**config.mk**
```make
export PLATFORM = sky130hd
export DESIGN_NAME = clock_manager_flat
export DESIGN_NICKNAME = d
export VERILOG_FILES = /design/src/rtl/clock_manager_if.sv /design/src/rtl/clock_manager.sv /design/src/flat_wrapper.sv
export SDC_FILE = /design/constraint.sdc
export NUM_CORES = 1
export LEC_CHECK = 0
export CAP_MARGIN = 20
export CORE_MARGIN = 2
export CORE_UTILIZATION = 40
export DETAILED_ROUTE_END_ITERATION = 6
export HOLD_SLACK_MARGIN = 0.02
export PLACE_DENSITY_LB_ADDON = 0.2
export SETUP_SLACK_MARGIN = 0.2
export SYNTH_ARGS = -nofsm -noshare
export SYNTH_HDL_FRONTEND = slang
export SYNTH_SLANG_ARGS = --single-unit
```
**constraint.sdc**
```tcl
create_clock -name clk -period 2.3 [get_ports clk]
set_clock_uncertainty 0.15 [all_clocks]
set_input_delay 0.46 -clock clk [delete_from_list [all_inputs] [get_ports clk]]
set_output_delay 0.46 -clock clk [all_outputs]
set_load 0.03 [all_outputs]
```
**src/rtl/clock_manager_if.sv**
```systemverilog
// Bus bundle for clock_manager: PLL lock input, divisor programming port,
// sticky-flag clear, and the registered reset / clock-enable outputs.
interface clock_manager_if #(
  parameter int NUM_CH = 2,
  parameter int DIV_W  = 8
);
  localparam int SW = (NUM_CH > 1) ? $clog2(NUM_CH) : 1;

  logic              locked_in;
  logic              div_wr;
  logic [SW-1:0]     div_sel;
  logic [DIV_W-1:0]  div_data;
  logic              lock_lost_clr;
  logic              sys_resetn;
  logic [NUM_CH-1:0] ce;
  logic              lock_lost;

  modport master (
    output locked_in, div_wr, div_sel, div_data, lock_lost_clr,
    input  sys_resetn, ce, lock_lost
  );

  modport slave (
    input  locked_in, div_wr, div_sel, div_data, lock_lost_clr,
    output sys_resetn, ce, lock_lost
  );
endinterface

```
**src/rtl/clock_manager.sv**
```systemverilog
// Clock manager: waits for a stable, synchronised PLL lock, then releases the
// system reset and produces per-channel clock-enable pulses whose period is
// programmable at run time. Losing lock drops everything and sets a sticky flag.
module clock_manager #(
  parameter int NUM_CH      = 2,
  parameter int DIV_W       = 8,
  parameter int LOCK_CYCLES = 16,
  parameter int DIV_INIT    = 1
) (
  input  logic             clk,
  input  logic             resetn,
  clock_manager_if.slave   bus
);

  localparam int SW  = (NUM_CH > 1) ? $clog2(NUM_CH) : 1;
  // Counter must be able to hold LOCK_CYCLES itself without wrapping.
  localparam int LCW = $clog2(LOCK_CYCLES + 1);
  localparam logic [LCW-1:0]   LOCK_LAST = LCW'(LOCK_CYCLES);
  localparam logic [DIV_W-1:0] DIV_RST   = DIV_W'(DIV_INIT);

  typedef enum logic [1:0] {
    WAIT_LOCK = 2'd0,
    COUNT     = 2'd1,
    RUN       = 2'd2
  } state_e;

  logic              sync1_q;
  logic              lk_q;
  state_e            state_q, state_d;
  logic [LCW-1:0]    lcnt_q, lcnt_d;
  logic              sys_resetn_q;
  logic              lock_lost_q, lock_lost_d;
  logic              run_d;
  logic              run_hold;
  logic              wr_valid;
  logic [NUM_CH-1:0] ce_vec;

  // Two-flop synchroniser for the asynchronous PLL lock.
  always_ff @(posedge clk or negedge resetn) begin
    if (!resetn) begin
      sync1_q <= 1'b0;
      lk_q    <= 1'b0;
    end else begin
      sync1_q <= bus.locked_in;
      lk_q    <= sync1_q;
    end
  end

  // Lock FSM next state. COUNT lasts LOCK_CYCLES+1 cycles, so sys_resetn rises
  // LOCK_CYCLES+3 edges after locked_in is first sampled high (two synchroniser
  // edges plus the WAIT_LOCK exit edge).
  always_comb begin
    state_d = state_q;
    lcnt_d  = lcnt_q;
    case (state_q)
      WAIT_LOCK: begin
        if (lk_q) begin
          state_d = COUNT;
          lcnt_d  = '0;
        end
      end
      COUNT: begin
        if (!lk_q) begin
          state_d = WAIT_LOCK;
          lcnt_d  = '0;
        end else if (lcnt_q == LOCK_LAST) begin
          state_d = RUN;
          lcnt_d  = '0;
        end else begin
          lcnt_d = lcnt_q + LCW'(1);
        end
      end
      RUN: begin
        if (!lk_q) state_d = WAIT_LOCK;
      end
      default: begin
        state_d = WAIT_LOCK;
        lcnt_d  = '0;
      end
    endcase
  end

  assign run_d    = (state_d == RUN);
  assign run_hold = (state_q == RUN) && lk_q;
  assign wr_valid = bus.div_wr && (int'(bus.div_sel) < NUM_CH);

  // Sticky lock-lost flag; a new loss wins over a simultaneous clear.
  always_comb begin
    lock_lost_d = lock_lost_q;
    if (bus.lock_lost_clr) lock_lost_d = 1'b0;
    if ((state_q == RUN) && !lk_q) lock_lost_d = 1'b1;
  end

  // FSM, lock counter, system reset and lock-lost registers.
  always_ff @(posedge clk or negedge resetn) begin
    if (!resetn) begin
      state_q      <= WAIT_LOCK;
      lcnt_q       <= '0;
      sys_resetn_q <= 1'b0;
      lock_lost_q  <= 1'b0;
    end else begin
      state_q      <= state_d;
      lcnt_q       <= lcnt_d;
      sys_resetn_q <= run_d;
      lock_lost_q  <= lock_lost_d;
    end
  end

  genvar gi;
  generate
    for (gi = 0; gi < NUM_CH; gi++) begin : g_ch
      logic [DIV_W-1:0] a_q, a_d;
      logic [DIV_W-1:0] p_q, p_d;
      logic [DIV_W-1:0] c_q, c_d;
      logic             ce_q, ce_d;
      logic             hit;
      logic             wrap;

      assign hit  = wr_valid && (bus.div_sel == SW'(gi));
      assign wrap = (c_q == a_q);

      // Divisor bookkeeping and period counter; ce is registered from the
      // next-cycle counter so it is high exactly while C equals A.
      always_comb begin
        p_d = p_q;
        a_d = a_q;
        c_d = '0;
        if (hit) p_d = bus.div_data;
        if (run_hold) begin
          if (wrap) begin
            c_d = '0;
            a_d = hit ? bus.div_data : p_q;
          end else begin
            c_d = c_q + DIV_W'(1);
          end
        end else begin
          a_d = p_q;
        end
        ce_d = run_d && (c_d == a_d);
      end

      // Per-channel state registers.
      always_ff @(posedge clk or negedge resetn) begin
        if (!resetn) begin
          a_q  <= DIV_RST;
          p_q  <= DIV_RST;
          c_q  <= '0;
          ce_q <= 1'b0;
        end else begin
          a_q  <= a_d;
          p_q  <= p_d;
          c_q  <= c_d;
          ce_q <= ce_d;
        end
      end

      assign ce_vec[gi] = ce_q;
    end
  endgenerate

  assign bus.sys_resetn = sys_resetn_q;
  assign bus.ce         = ce_vec;
  assign bus.lock_lost  = lock_lost_q;

endmodule

```
**src/flat_wrapper.sv**
```systemverilog
// flat-port wrapper written by rule: the top's interface ports become plain ports
module clock_manager_flat 
#(
  parameter int NUM_CH      = 2,
  parameter int DIV_W       = 8,
  parameter int LOCK_CYCLES = 16,
  parameter int DIV_INIT    = 1
)
  (clk, resetn, bus_locked_in, bus_div_wr, bus_div_sel, bus_div_data, bus_lock_lost_clr, bus_sys_resetn, bus_ce, bus_lock_lost);
  clock_manager_if #(.NUM_CH(NUM_CH), .DIV_W(DIV_W)) bus_i ();
  input  logic clk;
  input  logic resetn;
  input wire logic [$bits(bus_i.locked_in)-1:0] bus_locked_in;
  input wire logic [$bits(bus_i.div_wr)-1:0] bus_div_wr;
  input wire logic [$bits(bus_i.div_sel)-1:0] bus_div_sel;
  input wire logic [$bits(bus_i.div_data)-1:0] bus_div_data;
  input wire logic [$bits(bus_i.lock_lost_clr)-1:0] bus_lock_lost_clr;
  output wire logic [$bits(bus_i.sys_resetn)-1:0] bus_sys_resetn;
  output wire logic [$bits(bus_i.ce)-1:0] bus_ce;
  output wire logic [$bits(bus_i.lock_lost)-1:0] bus_lock_lost;
  assign bus_i.locked_in = bus_locked_in;
  assign bus_i.div_wr = bus_div_wr;
  assign bus_i.div_sel = bus_div_sel;
  assign bus_i.div_data = bus_div_data;
  assign bus_i.lock_lost_clr = bus_lock_lost_clr;
  assign bus_sys_resetn = bus_i.sys_resetn;
  assign bus_ce = bus_i.ce;
  assign bus_lock_lost = bus_i.lock_lost;
  clock_manager #(.NUM_CH(NUM_CH), .DIV_W(DIV_W), .LOCK_CYCLES(LOCK_CYCLES), .DIV_INIT(DIV_INIT)) u_core (.clk(clk), .resetn(resetn), .bus(bus_i));
endmodule
```
==> flow_metrics.tcl, run 1 <==
set metrics [dict create \
    run_status "complete, no violations" \
    crit_arrival_ps 2240 \
    worstPathRequired_ps 2360 \
    power_frac_seq 0.495 \
    synth_common_cells "dfrtp_1, nand2_1, nor2_1, xnor2_1, a21oi_1" \
    syn-num-nets 349 \
    p_sw_frac 0.274 \
    worst_pin_slew_ps 514 \
    place.gp.congestion 0.810 \
    vias 2552 \
    cts.clk_slew.worst_paths_ps 60 \
    wl_per_cell_um 15.6 \
    syn_area_um2 3250 \
    clk_path_buf_depth 2 \
    p_leak_uw 0.00168 \
    fillers 724 \
    ioPinCount 18 \
    netlist_instances 331 \
    comb_power_share 0.161 \
    multiInputGateArea_um2 1660 \
    post-place-ws_ps -276 \
    endpoint "u_core.g_ch[0].ce_q" \
    reg2reg_from "u_core.g_ch[1].a_q[3]" \
    relSlewSlack 0.654 \
    p_total_uw 2550 \
    start_util 0.416 \
    dr.pass1.iters 4 \
    async_flop_share 1.00 \
    seq_area_frac_synth 0.471 \
    startpoint "bus_div_wr" \
    hp-start "u_core.sync1_q" \
    ys.flop_type "dfrtp_1" \
    ys_warn_count 0 \
    area_growth_pct 23.3 \
    clock_power_share 0.344 \
    fp.coreArea_um2 7810 \
    min_period_ps 2170 \
    crit_path_end_kind "register" \
    peakVddDrop_v 0.000324 \
    drc_errors 0 \
    regArea_um2 1530 \
    dieArea_um2 8860 \
    finalHoldViolCount 0 \
    reg2reg_setup_slack_ps 140 \
    hpwl_um 5370 \
    vias_per_cell 5.24 \
    synthTopCellsByArea "dfrtp_1, nand2_1, xnor2_1" \
    clock.fmax_ghz 0.461 \
    ff2ff_path_depth 6 \
    grt_overflow_total 0 \
    cp-start-kind "input pin" \
    fin_crit_sh 0.944 \
    fin_util 0.513 \
    yosysUniqueCellTypes 52 \
    antenna_found_initial 0 \
    placed_cell_area_um2 3690 \
    track_usage 0.194 \
    routed_wl_um 7620 \
    synth-seq-cells 61 \
    grt_pass1_wl_um 13200 \
    grt_max_degree 47 \
    synth_most_common_cell "dfrtp_1" \
    fin_area_um2 4000 \
    synth_edf_count 0 \
    clk_latency_ps 340 \
    yosys.area.top_type_share 0.439 \
    tns_ps 0 \
    p_switching_uw 697 \
    syn_area_per_cell_um2 9.81 \
    antenna_cells 0 \
    port_buffers 17 \
    critPathMaxFanout 3 \
    ant_nets 0 \
    rsz0062_at_grt "true" \
    powerDensity_nw_per_um2 637 \
    yosysTopAreaCell "dfrtp_1" \
    die_w_um 94.1 \
    nNetsFinal 399 \
    cts-root-buf "clkbuf_8" \
    setup_ws_ps 130 \
    crit_type "input pin to register" \
    grt_pass1_vias 2632 \
    cap_violations 0 \
    final_layout_size_suffix_gt1_frac 0.213 \
    setup_violations 0 \
    numCtsBuffers 9 \
    hold_class "register to register" \
    slew_viol_final 0 \
    die_h_um 94.1 \
    drt_first_iter_violations 139 \
    reg2reg_to "u_core.g_ch[1].ce_q" \
    p_int_uw 1850 \
    cts_tree "built" \
    row_count 32 \
    htree_num_levels 3 \
    cts_num_sinks 61 \
]
==> kinds of logic (layout without fill, tap and decap cells) <==
logic type | after synthesis | count (layout) | synth area share
AOI/OAI and AO/OA | 62 | 62 | 0.118
adders and majority gates | 4 | 4 | 0.0154
muxes | 21 | 21 | 0.0682
buffers and inverters | 26 | 80 | 0.0385
xor gates and xnor gates | 33 | 33 | 0.101
DFF | 61 | 61 | 0.471
and+or+nand+nor | 124 | 124 | 0.188
==> critical path: stages <==
cell and delay, ps:
clkdlybuf4s50_1 480, nor2b_4 180, mux2_2 370, nor4_2 200, o21bai_1 140, a21oi_1 80
nor4_1 320
==> power groups by stage <==
stage          registers, uW  clock network, uW  logic (uW)
2_1_floorplan           1250                  0         241
3_3_place_gp            1270                  0         371
3_5_place_dp            1280                  0         377
4_1_cts                 1260                897         394
5_1_grt                 1270                968         463
6_report                1260                878         411
==> worst min-delay path by stage <==
| stage | to | slack (ps) | cells past startpoint |
|---|---|---|---|
| 6_report | u_core.lk_q | 200 | 0 |
| 5_1_grt | u_core.lk_q | 220 | 0 |
| 4_1_cts | u_core.lk_q | 200 | 0 |
| 3_5_place_dp | u_core.lk_q | 190 | 0 |
| 3_3_place_gp | u_core.lk_q | 190 | 0 |
| 2_1_floorplan | u_core.bus.lock_lost | 10 | 0 |
==> registers in the layout, indices dropped and copies added (netlist names), 2 cells and up <==
| name | flops |
|---|---|
| u_core.g_ch.a_q | 16 |
| u_core.state_q | 2 |
| u_core.g_ch.p_q | 16 |
| u_core.g_ch.ce_q | 2 |
| u_core.g_ch.c_q | 16 |
| u_core.lcnt_q | 5 |
==> layout make-up <==
| class | instances | area share |
|---|---|---|
| tap | 102 | 0.0319 |
| multi-input combinational | 244 | 0.416 |
| inverter | 10 | 0.00938 |
| clock buffer | 14 | 0.0431 |
| sequential | 61 | 0.383 |
| timing repair buffer | 55 | 0.116 |
| clock inverter | 1 | 0.00125 |
==> layout by cell type (no fill, tap or decap), types with 2 or more instances in the layout <==
cell              n
nand2b_1          4
nor4_4            2
clkbuf_8         12
mux2i_1          12
clkbuf_1          2
or4_1             2
nor2_1           26
nand4_1           6
mux2_2            9
xnor2_2           5
dfrtp_1          57
a21oi_1          15
and3_1            3
a311oi_1          2
dfstp_2           4
inv_1            10
o21ai_1          14
ha_1              2
o21ai_0          13
nand3_1          13
xnor2_1          17
nor3_1            2
nand2_1          47
o32ai_1           3
nor4_1            3
clkdlybuf4s50_1  16
nand3b_1          3
buf_4            36
xor2_1            9
o31ai_1           3
nor2b_1           3
==> metal layers <==
layer / track usage / vias to the layer above / wire, um
met5: 0 / - / 0
met4: 0.0652 / 0 / 110
met3: 0.0345 / 9 / 243
met2: 0.286 / 41 / 3450
met1: 0.287 / 1247 / 3810
li1: - / 1255 / -
==> timing repair <==
action,in CTS,in global routing
pin swaps,5,6
endpoints found under the setup margin,2,10
resized for setup,2,10
hold buffers,1,0
endpoints found under the hold margin,15,0
buffers inserted,3,4
==> per-stage QoR <==
step           std cells  hold slack (ps)
3_3_place_gp         464              191
6_report             487              200
4_1_cts              483              203
2_1_floorplan        331             14.4
5_1_grt              487              225
3_5_place_dp         464              187
(Power assumes the default switching activity.)
==> inputs of run 2 (changes only) <==
SKIP_CTS_REPAIR_TIMING = 1   (was unset)
==> flow_metrics.tcl, run 2 (same netlist as run 1, synthesis figures left out) <==
set metrics [dict create \
    worstPathRequired_ps 2380 \
    htree_num_levels 3 \
    path_cells "xnor2_2, nand4_1, or4_4, nor4_4, a41oi_1, o32ai_1" \
    crit_path_end_kind "register" \
    relSlewSlack 0.684 \
    met2_length_um 3400 \
    clock.fmax_ghz 0.446 \
    run_status "complete, no violations" \
    dieArea_um2 8860 \
    critPathMaxFanout 4 \
    drc_errors 0 \
    hold_end "u_core.lk_q" \
    crit_buf_inv 0 \
    wl_per_cell_um 15.5 \
    setup_violations 0 \
    tns_ps 0 \
    biggestRegsByFlops "u_core.g_ch.a_q (16), u_core.g_ch.c_q (16), u_core.g_ch.p_q (16)" \
    slowest_delay_ps 620 \
    hp-start "u_core.sync1_q" \
    slew_viol_final 0 \
    p_leak_uw 0.00168 \
    fp.coreArea_um2 7810 \
    grt_max_degree 47 \
    area_growth_pct 22.8 \
    crit_arrival_ps 2330 \
    port_buffers 17 \
    vias 2575 \
    cp-start-kind "register" \
    cts-root-buf "clkbuf_8" \
    grt_overflow_total 0 \
    peakVddDrop_v 0.000321 \
    cts_tree "built" \
    hold_depth 0 \
    final_common_cell "dfrtp_1" \
    cts_num_sinks 61 \
    grt_pass1_vias 2607 \
    final_layout_size_suffix_gt1_frac 0.211 \
    critPathTopFamily "simple AND/OR/NAND/NOR gates" \
    cap_violations 0 \
    reg2reg_from "u_core.g_ch[1].a_q[5]" \
    ant_nets 0 \
    grt_pass1_wl_um 13000 \
    fillers 724 \
    layout_common_cells "dfrtp_1, nand2_1, buf_4" \
    antenna_cells 0 \
    fin_crit_sh 0.975 \
    met3_length_um 242 \
    wl_met1_um 3800 \
    antenna_found_initial 0 \
    die_w_um 94.1 \
    hpwl_um 5370 \
    place.gp.congestion 0.810 \
    highest_layer "met4" \
    start_util 0.416 \
    drt_first_iter_violations 147 \
    clk_latency_ps 330 \
    placed_cell_area_um2 3690 \
    hold_class "register to register" \
    numCtsBuffers 9 \
    finalHoldViolCount 0 \
    startpoint "u_core.g_ch[1].a_q[5]" \
    dr.pass1.iters 4 \
    row_count 32 \
    reg2reg_setup_slack_ps 60 \
    rsz0062_at_grt "true" \
    ioPinCount 18 \
    die_h_um 94.1 \
    clk_path_buf_depth 2 \
    worst_pin_slew_ps 469 \
    routed_wl_um 7550 \
    nNetsFinal 398 \
    track_usage 0.191 \
    cp_slowest_cell "or4_4" \
    fin_area_um2 3990 \
    powerDensity_nw_per_um2 636 \
    vias_per_cell 5.30 \
    crit_type "register to register" \
    cts.clk_slew.worst_paths_ps 70 \
    min_period_ps 2240 \
    ff2ff_path_depth 6 \
    reg2reg_to "u_core.g_ch[1].ce_q" \
]
[run 2: changes by cell type in the layout (fill, tap and decap cells not counted), sizes merged]
cell,change
buf,-1
[run 2: stage by stage]
stage	total power [uW]	hold slack [ps]	cells	worst slack (ps)	utilization
global placement	1650	191	464	-203	0.473
global route	2700	225	486	28.4	0.511
detailed placement	1650	187	464	-276	0.473
CTS	2530	-91.8	479	61.6	0.496
floorplan	1490	14.4	331	232	-
finish	2540	200	486	57.5	0.511
[run 2: worst max path at each step]
stage / endpoint / slack (ps) / cells past startpoint
final: u_core.g_ch[1].ce_q / 60 / 6
after global routing: u_core.g_ch[1].ce_q / 30 / 6
after CTS: u_core.g_ch[0].ce_q / 60 / 7
after detailed placement: u_core.g_ch[0].ce_q / -280 / 7
after global placement: u_core.g_ch[0].ce_q / -200 / 7
after floorplan: u_core.g_ch[1].ce_q / 230 / 6
[run 2: routing by layer]
layer	vias up	GRT usage
met5	-	0
met2	46	0.277
met3	8	0.0345
met1	1266	0.285
met4	0	0.0652
li1	1255	-
[run 2: area by class of cell]
class / count / area [um^2] / share of cell area
multi-input cells: 244 / 1650 / 0.414
flip-flops and latches: 61 / 1530 / 0.385
clock buffers: 14 / 173 / 0.0433
repair buffers: 54 / 462 / 0.116
inverters: 10 / 37.5 / 0.00941
well taps: 102 / 128 / 0.0320
clock inverters: 1 / 5.00 / 0.00125
[run 2: where the power goes]
part	internal (uW)	switching (uW)
Clock	473	398
Combinational	211	194
Sequential	1170	96.6
[run 2: worst register-to-register path: cells and delay by family (launching register included)]
family                    cells  cell delay (ps)
and+or+nand+nor               3             1060
DFF                           1              420
AOI/OAI and AO/OA             2              300
xor gates and xnor gates      1              220
==> inputs of run 3 (changes only) <==
GPL_TIMING_DRIVEN = 1   (was unset)
SKIP_CTS_REPAIR_TIMING = unset   (was 1)
==> results of run 3 <==
The final DEF is identical to that of run 1; final timing and power are the same.
==> RTL change: new RTL, config.mk and constraints of run 1 <==
`DIV_W` is set to 8 in 3 places; all go to 6.
--- a/src/rtl/clock_manager_if.sv
+++ b/src/rtl/clock_manager_if.sv
@@ -4,3 +4,3 @@
   parameter int NUM_CH = 2,
-  parameter int DIV_W  = 8
+  parameter int DIV_W  = 6
 );
--- a/src/rtl/clock_manager.sv
+++ b/src/rtl/clock_manager.sv
@@ -5,3 +5,3 @@
   parameter int NUM_CH      = 2,
-  parameter int DIV_W       = 8,
+  parameter int DIV_W       = 6,
   parameter int LOCK_CYCLES = 16,
--- a/src/flat_wrapper.sv
+++ b/src/flat_wrapper.sv
@@ -4,3 +4,3 @@
   parameter int NUM_CH      = 2,
-  parameter int DIV_W       = 8,
+  parameter int DIV_W       = 6,
   parameter int LOCK_CYCLES = 16,
Ports: changed (resized bus_div_data); port bits go from 18 to 16. The function was not compared with the original's and may differ.
==> RTL change against run 1 <==
The run now ends with negative setup slack left; worst setup slack lost 0.18 ns; synthesized area shrank 23%; final area shrank 19%; sequential cell count shrank 12; wire length shrank 25%; fmax shrank 7.6%; total power shrank 27%; largest power group unchanged; highest routed layer unchanged.
==> RTL change: results <==
metrics = {
    "clock_tree": {
        "clk_pin_slew_ns": 0.09,
        "post_cts_resized": 10,
        "cts_made_buffers": 5,
        "cts_root_buf": "clkbuf_8",
        "clock_path_buffers": 2,
        "hold_buffers": 1,
        "insertion_delay_ns": 0.30,
        "htreeDepth": 2,
        "post_cts_buffers": 8,
    },
    "placement": {
        "gp_congestion": 0.819,
        "post-place-cells": 364,
        "placed_cell_area_um2": 2940,
        "io_buffers": 15,
        "dp_hpwl_um": 4140,
        "pre_cts_ws_ns": -0.314,
    },
    "hold_path": {
        "min_path_cells": 0,
    },
    "sta": {
        "setup_viol": 1,
        "worst_slew_pin_slew_ns": 0.635,
        "setup_ws_ns": -0.0479,
        "fin_setup_tns_ns": -0.0479,
    },
    "status": {
        "violations": "negative setup slack",
        "status": "finished, violations left",
    },
    "final_layout": {
        "final_area_um2": 3230,
        "reg_top3": "u_core.g_ch.a_q: 12 flops, u_core.g_ch.c_q: 12 flops, u_core.g_ch.p_q: 12 flops",
        "fin_nets": 325,
        "num-fill-cells": 546,
        "drive_gt1_frac": 0.261,
    },
    "routing": {
        "drt_iter0_markers": 78,
        "via_per_inst": 5.21,
        "wl_met1_um": 2870,
        "num_vias": 2004,
        "routed_wl_um": 5740,
        "drt-pass1-iter-count": 4,
        "wl_met2_um": 2670,
        "met3_wirelength_um": 158,
    },
    "global_routing": {
        "grtUsageMet3": 0.0378,
        "antenna_found_initial": 0,
        "grt_usage": 0.174,
        "grt_first_pass_wirelength_um": 9850,
        "gr-usage-met1": 0.254,
        "grt_use_met2": 0.266,
        "grt_max_degree": 28,
    },
    "synth": {
        "syn_inst": 254,
        "synth_cell_types": 48,
        "ys_top_cells_by_count": "dfrtp_1 (45), nand2_1 (35), nor2_1 (18)",
        "synth_area_leaders": "dfrtp_1 (45%), nand2_1 (5.2%), xnor2_1 (5.2%)",
        "ys_seq_area_frac": 0.491,
        "synth_nets": 270,
        "synth-async-reset-ratio": 1.00,
    },
    "pwr": {
        "powerClk_w": 0.000527,
        "switching_share": 0.268,
        "switchingPower_w": 0.000500,
        "pg_seq_w": 0.000988,
        "p_leak_nw": 1.46,
        "vdd_drop_max_mv": 0.400,
    },
    "critical_path": {
        "cp_max_fo": 4,
        "worst_path_largest_cell_delay_ns": 0.56,
        "worstPathArrival_ns": 2.41,
        "cp_slowest_cell": "or4_4",
    },
}
-- RTL change: cell types whose count changed in the layout (fill, tap and decap cells not counted), sizes merged, moves of 6 or more --
cell	change
nand2	-13
dfrtp	-12
a21oi	-11
o21ai	-11
nor2	-9
xnor2	-7
clkbuf	-6
-- RTL change: cell families (layout without fill, tap and decap cells) --
| family | Yosys count | count (layout) | synth area share |
|---|---|---|---|
| adders and majority gates | 4 | 4 | 0.0200 |
| buffers and inverters | 17 | 73 | 0.0289 |
| xor gates and xnor gates | 28 | 28 | 0.0978 |
| AOI/OAI and AO/OA | 40 | 40 | 0.106 |
| and+or+nand+nor | 105 | 105 | 0.210 |
| muxes | 11 | 11 | 0.0459 |
| DFF | 49 | 49 | 0.491 |
-- RTL change: path summary, 6_finish.rpt --
| kind | slack [ns] | start | to |
|---|---|---|---|
| worst min-delay path | 0.21 | u_core.sync1_q$_DFF_PN0_ | u_core.lk_q$_DFF_PN0_ |
| worst max-delay path | -0.05 | u_core.g_ch[1].a_q[2]$_DFF_PN0_ | u_core.g_ch[1].ce_q$_DFF_PN0_ |
| worst min register to register | 0.21 | u_core.sync1_q$_DFF_PN0_ | u_core.lk_q$_DFF_PN0_ |
| min in group asynchronous | 0.52 | resetn | u_core.lcnt_q[4]$_DFFE_PN0P_ |
| max in group asynchronous | 0.87 | resetn | u_core.g_ch[0].p_q[0]$_DFF_PN1_ |
| worst max register to register | -0.05 | u_core.g_ch[1].a_q[2]$_DFF_PN0_ | u_core.g_ch[1].ce_q$_DFF_PN0_ |
-- RTL change: layout make-up --
class	count	area share
multi-input combinational	188	0.404
sequential	49	0.382
inverter	8	0.00930
clock buffer	8	0.0279
timing repair buffer	57	0.148
tap	75	0.0291
